<file path="src/rtl/rr_arbiter4.sv">
// Four-way round-robin arbiter with registered grant (w/en) and bounded grant hold.
// The last grantee drops to lowest priority whenever its grant ends.
module rr_arbiter4 #(
  parameter int MAX_HOLD = 8
) (
  input  logic       clk,
  input  logic       nrst,
  input  logic [3:0] req,
  output logic [1:0] w,
  output logic       en,
  output logic       timeout
);

  localparam int CNT_W = (MAX_HOLD < 1) ? 1 : $clog2(MAX_HOLD + 1);
  localparam logic [CNT_W-1:0] CNT_LIM = CNT_W'(MAX_HOLD);
  localparam logic [CNT_W-1:0] CNT_ONE = CNT_W'(1);
  localparam logic [CNT_W-1:0] CNT_SAT = '1;

  localparam logic [1:0] S_IDLE    = 2'b00;
  localparam logic [1:0] S_GRANT   = 2'b01;
  localparam logic [1:0] S_RELEASE = 2'b10;

  logic [1:0]       state, state_nxt;
  logic [1:0]       ptr, ptr_nxt;
  logic [1:0]       w_nxt;
  logic [CNT_W-1:0] cnt, cnt_nxt;
  logic             timeout_nxt;
  logic [2:0]       pick;

  // Returns {found, index} of the first set request scanning upward from p (mod 4).
  function automatic logic [2:0] rr_pick(input logic [3:0] r, input logic [1:0] p);
    logic [2:0] res;
    logic [1:0] idx;
    res = 3'b000;
    for (int k = 3; k >= 0; k--) begin
      idx = p + 2'(k);
      if (r[idx]) res = {1'b1, idx};
    end
    return res;
  endfunction

  always_comb begin
    state_nxt   = state;
    ptr_nxt     = ptr;
    w_nxt       = w;
    cnt_nxt     = cnt;
    timeout_nxt = 1'b0;
    pick        = rr_pick(req, ptr);
    case (state)
      S_GRANT: begin
        // A voluntary release wins over a coincident hold-limit expiry.
        if (!req[w]) begin
          state_nxt = S_RELEASE;
          ptr_nxt   = w + 2'd1;
        end else if ((MAX_HOLD != 0) && (cnt == CNT_LIM)) begin
          state_nxt   = S_RELEASE;
          ptr_nxt     = w + 2'd1;
          timeout_nxt = 1'b1;
        end else if (cnt != CNT_SAT) begin
          cnt_nxt = cnt + CNT_ONE;
        end
      end
      S_IDLE, S_RELEASE: begin
        if (pick[2]) begin
          state_nxt = S_GRANT;
          w_nxt     = pick[1:0];
          cnt_nxt   = CNT_ONE;
        end else begin
          state_nxt = S_IDLE;
        end
      end
      default: state_nxt = S_IDLE;
    endcase
  end

  always_ff @(posedge clk or negedge nrst) begin
    if (!nrst) begin
      state   <= S_IDLE;
      ptr     <= 2'd0;
      cnt     <= '0;
      w       <= 2'd0;
      timeout <= 1'b0;
    end else begin
      state   <= state_nxt;
      ptr     <= ptr_nxt;
      cnt     <= cnt_nxt;
      w       <= w_nxt;
      timeout <= timeout_nxt;
    end
  end

  assign en = (state == S_GRANT);

endmodule

</file>
<file path="config.mk">
export PLATFORM = sky130hd
export DESIGN_NAME = rr_arbiter4
export DESIGN_NICKNAME = d
export VERILOG_FILES = /design/src/rtl/rr_arbiter4.sv
export SDC_FILE = /design/constraint.sdc
export NUM_CORES = 1
export LEC_CHECK = 0
export CORE_MARGIN = 2
export CORE_UTILIZATION = 40
export DETAILED_ROUTE_END_ITERATION = 6
export DONT_BUFFER_PORTS = 1
export GPL_TIMING_DRIVEN = 0
export PLACE_DENSITY = 0.58
export REMOVE_ABC_BUFFERS = 1
export SLEW_MARGIN = 20
export SYNTH_ARGS = -nofsm -noshare
export SYNTH_HDL_FRONTEND = slang
export SYNTH_SLANG_ARGS = --single-unit
</file>
<file path="constraint.sdc">
create_clock -name clk -period 1.6 [get_ports clk]
set_input_delay 0.48 -clock clk [delete_from_list [all_inputs] [get_ports clk]]
set_output_delay 0.48 -clock clk [all_outputs]
set_load 0.1 [all_outputs]
</file>
# Word-level counts from Yosys, hierarchy flattened
# Cells that the tools add are included.
dict set report classes {
  n_eq_ne 10
  n_addsub 5
  magnitude_cmp 5
  reduce_logical 6
  muxes 28
}
# operator n
set op_table {}
lappend op_table {{$mux 4} 4}
lappend op_table {{$lt 2x3->1 const B} 5}
lappend op_table {{$mux 3} 4}
lappend op_table {{$bmux 1 s2} 5}
lappend op_table {{$mux 1} 9}
lappend op_table {{$mux 2} 4}
lappend op_table {{$pmux 4 s2} 1}
lappend op_table {{$ne 2x1->1 const B} 3}
lappend op_table {{$reduce_and 5->1} 1}
lappend op_table {{$add 2x1->2 const B} 2}
lappend op_table {{$add 2x2->2 const B} 2}
lappend op_table {{$add 4x1->4 const B} 1}
lappend op_table {{$eq 4x4->1 const B} 1}
lappend op_table {{$ne 2x2->1 const B} 2}
lappend op_table {{$ne 4x4->1 const B} 1}
lappend op_table {{$pmux 2 s2} 1}
lappend op_table {{$reduce_and 2->1} 2}
lappend op_table {{$ne 3x2->1 const B} 1}
lappend op_table {{$eq 2x1->1 const B} 1}
lappend op_table {{$eq 2x2->1 const B} 1}
lappend op_table {{$logic_not 2->1} 1}
lappend op_table {{$reduce_bool 2->1} 1}
lappend op_table {{$reduce_or 2->1} 1}
dict set report word_totals {
  in_bits 6
  ff_bits 11
  wordCells 59
}

# Depth between registers and ports, before layout
# Gate-level depths: netlist of run 1.
dict set report logic_depth {
  ltp_word 9
  mapped_depth 6
  mapped_depth_nobuf 6
}

# Worst setup path after synthesis of run 1
# OpenSTA, ideal clock, no wires.
dict set report synth_path {
  path_kind {register to register}
  from {register w[1]}
  to {register ptr[1]}
  slack_ps -502
  required_ps 1475
  arrival_time_ps 1977
  path_stages_with_launch 5
  path_cell_list {dfrtp_1 -> mux2i_1 -> and3_4 -> a211oi_4 -> mux2_4}
}
dict set report synth_between {
  elab_chain_len 4
}
# item line
set synth_rtl {}
lappend synth_rtl {{start, declared} 9} ;# output logic [1:0] w,
lappend synth_rtl {{start signal, assigned} 87} ;# w <= w_nxt;
lappend synth_rtl {{$bmux 1 s2} 52} ;# if (!req[w]) begin
lappend synth_rtl {{$mux 1 (implied by the code)} 52}
lappend synth_rtl {{$ne 2x1->1 (no source line)} n/a}
lappend synth_rtl {{$reduce_and 2->1 (no source line)} n/a}
lappend synth_rtl {{end signal, assigned} 85} ;# ptr <= ptr_nxt;
lappend synth_rtl {{end, declared} 24} ;# logic [1:0] ptr, ptr_nxt;
# Several ways; a longest one is shown, not always the timed one. The select of a mux whose other input is x is not followed.
# A chain may end at the register's enable or synchronous reset.

# Worst setup path after layout of run 1
# Ends and elaborated chain as after synthesis.

==> results of run 1 <==
-- area by class of cell --
| type | count | area share [%] |
|---|---|---|
| clock buffers | 3 | 2.88 |
| inverters | 6 | 2.88 |
| clock inverters | 1 | 0.639 |
| flip-flops and latches | 11 | 36.3 |
| multi-input cells | 49 | 50.6 |
| well taps | 16 | 2.56 |
| repair buffers | 4 | 4.15 |
-- sequential cells by signal, indices dropped and copies added, names as in the netlist --
name and cells:
state 2, ptr 2, cnt 4, w 2, timeout 1
-- worst reg2reg max path: cells and delay by family (launching register included) --
| kind | cells | cell delay [ns] |
|---|---|---|
| mux | 2 | 0.55 |
| compound gates | 1 | 0.22 |
| flops | 1 | 0.64 |
| simple gates | 1 | 0.20 |
-- cells by family (layout without fill, tap and decap cells) --
kind of cell / count (synthesis) / in the layout / synth area share [%]
and+or+nand+nor: 24 / 24 / 21.1
muxes: 7 / 7 / 12.0
buffers and inverters: 6 / 14 / 3.33
adders and majority gates: 2 / 2 / 3.70
xor gates and xnor gates: 1 / 1 / 1.29
AOI/OAI and AO/OA: 15 / 15 / 17.9
DFF: 11 / 11 / 40.7
-- power groups by stage --
stage,Sequential [mW],Combinational (mW),Clock (mW)
6_report,0.731,0.781,0.187
5_1_grt,0.749,0.860,0.214
4_1_cts,0.724,0.749,0.194
3_5_place_dp,0.712,0.690,0
3_3_place_gp,0.705,0.680,0
2_1_floorplan,0.671,0.614,0
-- path summary, 6_finish.rpt --
| kind | endpoint | slack [ns] |
|---|---|---|
| worst min register to register | cnt[3]$_DFFE_PN0P_ | 0.51 |
| worst min-delay path | w[1]$_DFFE_PN0P_ | 0.43 |
| worst max-delay path | ptr[1]$_DFFE_PN0P_ | -0.13 |
| min in group asynchronous | cnt[3]$_DFFE_PN0P_ | 0.60 |
| worst max register to register | ptr[1]$_DFFE_PN0P_ | -0.13 |
| max in group asynchronous | timeout$_DFF_PN0_ | 0.64 |
-- routing by layer --
metal	vias to the layer above	routed length, um	GRT usage [%]
met5	-	0	0
met4	0	12	3.53
met3	2	72	6.00
met2	11	574	23.1
met1	249	544	17.9
li1	251	-	-
-- per-stage QoR --
stage,setup TNS [ns],hold WS (ns)
2_1_floorplan,-2.72,0.184
3_3_place_gp,-4.22,0.185
3_5_place_dp,-4.22,0.185
4_1_cts,-0.333,0.423
5_1_grt,-0.801,0.438
6_report,-0.327,0.425
-- synthesized netlist by cell type, types with 2 or more instances --
master | count | share of area (%)
a21oi_1 | 2 | 1.5
and3_1 | 3 | 2.8
dfrtp_1 | 11 | 41
ha_1 | 2 | 3.7
inv_1 | 6 | 3.3
mux2_4 | 2 | 4.4
mux2i_1 | 4 | 5.9
nand2_1 | 7 | 3.9
nand2b_1 | 2 | 1.8
nand3_1 | 2 | 1.5
nor2_1 | 2 | 1.1
nor3_1 | 3 | 2.2
o21ai_0 | 3 | 2.2
-- timing repair --
action                                  in CTS  in global routing
resized for setup                            8                  2
endpoints found under the setup margin      13                  9
hold endpoints to repair                    11                  0
setup buffers                                2                  1
hold buffers                                 1                  0
==> reports/qor.csv, run 1 <==
stage,metric,value,unit
min_path,holdCritPathClass,in -> reg,
clocking,clk_path_buf_depth,2,
worst_setup_path,r2r_cells,4,
route,vias,513,
timing,setup_violations,4,
logic_synthesis,syn_avg_cell_area,10.3,um2
floorplan,io_pins,10,
logic_synthesis,ys_types,30,
worst_setup_path,crit_type,reg -> reg,
timing,period_needed,1.73,ns
pwr,p_per_area,2170,nW/um2
timing,grt_setup_unrepaired,true,
grt,grt_max_degree,12,
min_path,hp-start,req[2],
logic_synthesis,synth_edf_count,0,
logic_synthesis,synth_seq_cells,11,
timing,worst_pin_slew,0.475,ns
worst_setup_path,critPathMaxStageDelay,0.64,ns
finish,design_area,783,um2
route,remaining_drc_errors,0,
place,place_ws,-0.637,ns
timing,skew,0.0124,ns
timing,max_freq,0.578,GHz
worst_setup_path,path_delay_family,flip-flops,
pwr,p_int,0.876,mW
floorplan,core_area,1540,um2
timing,relSlewSlack,68.2,%
pwr,clockPowerShare,11.0,%
worst_setup_path,cp_num_cells,4,
timing,period_share,108,%
grt,grt_pass1_wl,2100,um
worst_setup_path,slowest_stage,dfrtp_4,
logic_synthesis,postSynthCellCount,66,
grt,grt-ovfl-total,0,
place,io_buffers,0,
timing,worst_slack,-0.129,ns
route,drtIter0Drc,7,
floorplan,die_area,2040,um2
finish,drive_above_1_share,28.4,%
floorplan,die_width,45.1,um
logic_synthesis,seq_area_frac_synth,40.7,%
flow_run,maxCapViolCount,0,
worst_setup_path,worst-path-buf-inv,0,
finish,final_common_cell,dfrtp_1,
logic_synthesis,dominantRegCellSynth,dfrtp_1,
pwr,p_total,1.70,mW
clocking,cts_root_buf,clkbuf_4,
worst_setup_path,endpoint_kind,flip-flop,
clocking,numCtsBuffers,3,
worst_setup_path,path_max_fanout,5,
floorplan,rows,14,
worst_setup_path,crit_path_cell_trace,"mux2i_2, and3_4, a211oi_4, mux2_4",
route,postRouteAntennaNets,0,
grt,grt_pass1_vias,529,
clocking,path_clk_slew,0.08,ns
clocking,clock_latency,0.27,ns
finish,fillers,137,
timing,hold_violations,0,
pwr,switching_power,0.823,mW
logic_synthesis,async_flop_share,100,%
pwr,vdd_drop_max,1.47,mV
finish,instances_no_fill,90,
pwr,p_sw_share,48.4,%
clocking,clock_sinks,11,
route,vias_per_cell,5.70,
logic_synthesis,synth.cell_area,677,um2
finish,nNetsFinal,83,
logic_synthesis,ys_warn_count,0,
route,post_drt_wl_per_cell,13.4,um
clocking,cts_tree,yes,
finish,antennaDiodeCount,0,
route,wirelength,1200,um
worst_setup_path,worstPathRequired,1.76,ns
worst_setup_path,start_kind,flip-flop,
place,gp_congestion,0.730,
worst_setup_path,critPathLaunch,w[1]$_DFFE_PN0P_,
finish,area_growth,15.7,%
pwr,p_leak,0.370,nW
worst_setup_path,worstReg2RegStart,w[1]$_DFFE_PN0P_,
pwr,p_comb_share,45.9,%
clocking,h-tree-depth,1,
floorplan,start_util,43.9,%
place,placedCellCount,82,
timing,slew_violations,0,
finish,fin_util,50.8,%
finish,regArea,284,um2
route,firstDrtPassIters,4,
place,hpwl,936,um
status,status,finished with violations,
grt,antenna_found_initial,0,
worst_setup_path,crit_arrival,1.89,ns
grt,grt_usage,14.4,%
min_path,hold_depth,2,
finish,multiInputGateArea,397,um2
place,post_dp_cell_area,697,um2
floorplan,die_h,45.1,um
status,violations,negative setup slack,
finish,final_cell_mix,"dfrtp_1, nand2_1, inv_1",
pwr,seqPwrFrac,43.0,%
(Power assumes the default switching activity.)
==> run 2, diff against run 1 <==
- PLACE_DENSITY: 0.58 -> 0.55
==> reports/qor.csv, run 2 (synthesis gave the netlist of run 1 again) <==
stage,metric,value,unit
timing,hold_violations,0,
route,wirelength,1320,um
grt,grt_max_degree,12,
pwr,p_total,1.68,mW
place,post_dp_cell_area,697,um2
route,drtIter0Drc,7,
floorplan,die_h,45.1,um
worst_setup_path,slowest_stage,dfrtp_4,
floorplan,io_pins,10,
worst_setup_path,worstReg2RegStart,w[1]$_DFFE_PN0P_,
finish,drive_above_1_share,24.7,%
clocking,h-tree-depth,1,
worst_setup_path,path_max_fanout,5,
clocking,clk_path_buf_depth,2,
pwr,clockPowerShare,10.9,%
timing,worst_slack,-0.155,ns
finish,final_cell_mix,"dfrtp_1, nand2_1, inv_1",
min_path,hp-start,req[2],
finish,antennaDiodeCount,0,
clocking,clock_sinks,11,
min_path,hold_depth,2,
grt,grt-ovfl-total,0,
finish,nNetsFinal,82,
clocking,cts_root_buf,clkbuf_4,
floorplan,die_width,45.1,um
finish,design_area,767,um2
pwr,p_per_area,2190,nW/um2
timing,worst_pin_slew,0.480,ns
worst_setup_path,endpoint_kind,flip-flop,
worst_setup_path,crit_type,reg -> reg,
timing,max_freq,0.570,GHz
finish,final_common_cell,dfrtp_1,
timing,grt_setup_unrepaired,true,
grt,grt_pass1_wl,2280,um
route,postRouteAntennaNets,0,
flow_run,maxCapViolCount,0,
floorplan,core_area,1540,um2
min_path,holdCritPathClass,in -> reg,
place,place_ws,-0.669,ns
route,vias_per_cell,5.75,
timing,skew,0.00646,ns
finish,top_register,cnt,
grt,antenna_found_initial,0,
worst_setup_path,crit_path_cell_trace,"mux2i_1, and3_4, a211oi_4, mux2_4",
status,status,finished with violations,
finish,largest_reg_flops,4,
floorplan,die_area,2040,um2
timing,period_needed,1.75,ns
pwr,switching_power,0.827,mW
worst_setup_path,critPathMaxStageDelay,0.64,ns
clocking,numCtsBuffers,3,
worst_setup_path,worstPathRequired,1.75,ns
worst_setup_path,crit_arrival,1.90,ns
worst_setup_path,start_kind,flip-flop,
route,remaining_drc_errors,0,
pwr,p_int,0.855,mW
worst_setup_path,reg2reg_slack,-0.15,ns
pwr,p_leak,0.366,nW
grt,grt_usage,15.8,%
finish,area_growth,13.3,%
floorplan,start_util,43.9,%
route,vias,512,
pwr,p_sw_share,49.2,%
pwr,p_comb_share,45.7,%
clocking,cts_tree,yes,
timing,setup_violations,3,
grt,grt_pass1_vias,489,
clocking,path_clk_slew,0.06,ns
clocking,clock_latency,0.27,ns
pwr,vdd_drop_max,1.33,mV
worst_setup_path,r2r_cells,4,
place,hpwl,908,um
timing,slew_violations,0,
place,io_buffers,0,
place,gp_congestion,0.743,
min_path,holdPathEnd,w[1]$_DFFE_PN0P_,
worst_setup_path,r2r-end,ptr[1]$_DFFE_PN0P_,
timing,period_share,110,%
floorplan,rows,14,
status,violations,negative setup slack,
pwr,seqPwrFrac,43.4,%
timing,relSlewSlack,67.9,%
route,post_drt_wl_per_cell,14.9,um
route,firstDrtPassIters,4,
[run 2: changes by cell type in the layout (fill, tap and decap cells not counted)]
| cell | change |
|---|---|
| buf_4 | -1 |
| mux2i_1 | +1 |
| mux2i_2 | -1 |
| nand3_1 | +1 |
| nand3_2 | -1 |
[run 2: area by class of cell]
cell class	instances	area [um2]
repair buffers	3	25.0
flip-flops and latches	11	284
inverters	6	22.5
clock buffers	3	22.5
fillers	147	774
multi-input cells	49	388
well taps	16	20.0
clock inverters	1	5.00
[run 2: per-stage QoR]
| step | std cells | setup TNS, ns | hold WS, ns | utilization [%] |
|---|---|---|---|---|
| detailed placement | 82 | -4.31 | 0.185 | 45.2 |
| CTS | 88 | -0.259 | 0.457 | 48.9 |
| global placement | 82 | -4.11 | 0.185 | 45.2 |
| floorplan | 66 | -2.72 | 0.184 | - |
| global route | 89 | -0.600 | 0.477 | 49.8 |
| finish | 89 | -0.250 | 0.447 | 49.8 |
[run 2: per-layer routing]
metal / wire, um / up-vias / GRT usage (%)
met5: 0 / - / 0
met4: 0 / 0 / 3.53
met3: 76 / 0 / 4.80
met2: 651 / 11 / 24.3
met1: 594 / 250 / 21.9
li1: - / 251 / -
[run 2: worst max-delay path by stage]
stage / from / endpoint / slack [ns] / depth (start not counted)
after floorplan: w[1]$_DFFE_PN0P_ / ptr[1]$_DFFE_PN0P_ / -0.50 / 4
after global routing: w[1]$_DFFE_PN0P_ / ptr[1]$_DFFE_PN0P_ / -0.19 / 4
final: w[1]$_DFFE_PN0P_ / ptr[1]$_DFFE_PN0P_ / -0.15 / 4
after global placement: w[1]$_DFFE_PN0P_ / ptr[1]$_DFFE_PN0P_ / -0.65 / 4
after CTS: w[1]$_DFFE_PN0P_ / ptr[1]$_DFFE_PN0P_ / -0.16 / 4
after detailed placement: w[1]$_DFFE_PN0P_ / ptr[1]$_DFFE_PN0P_ / -0.67 / 4
[run 2: worst max-delay path, delay by kind of cell (launching register included)]
family | cells | cell delay [ns]
AOI/OAI and AO/OA | 1 | 0.24
DFF | 1 | 0.64
muxes | 2 | 0.53
and+or+nand+nor | 1 | 0.22
[run 2: power by group through the flow]
stage / sequential, mW / combinational, mW / clock (mW)
2_1_floorplan: 0.671 / 0.614 / 0
3_3_place_gp: 0.705 / 0.686 / 0
3_5_place_dp: 0.708 / 0.694 / 0
4_1_cts: 0.723 / 0.737 / 0.192
5_1_grt: 0.754 / 0.851 / 0.205
6_report: 0.730 / 0.769 / 0.184
[run 2: what timing repair did]
item / CTS / global route
pin swaps: 0 / 0
hold endpoints to repair: 11 / 0
cloned: 0 / 0
setup buffers: 1 / 1
hold buffers: 1 / 0
resized for setup: 7 / 1
endpoints found under the setup margin: 13 / 9
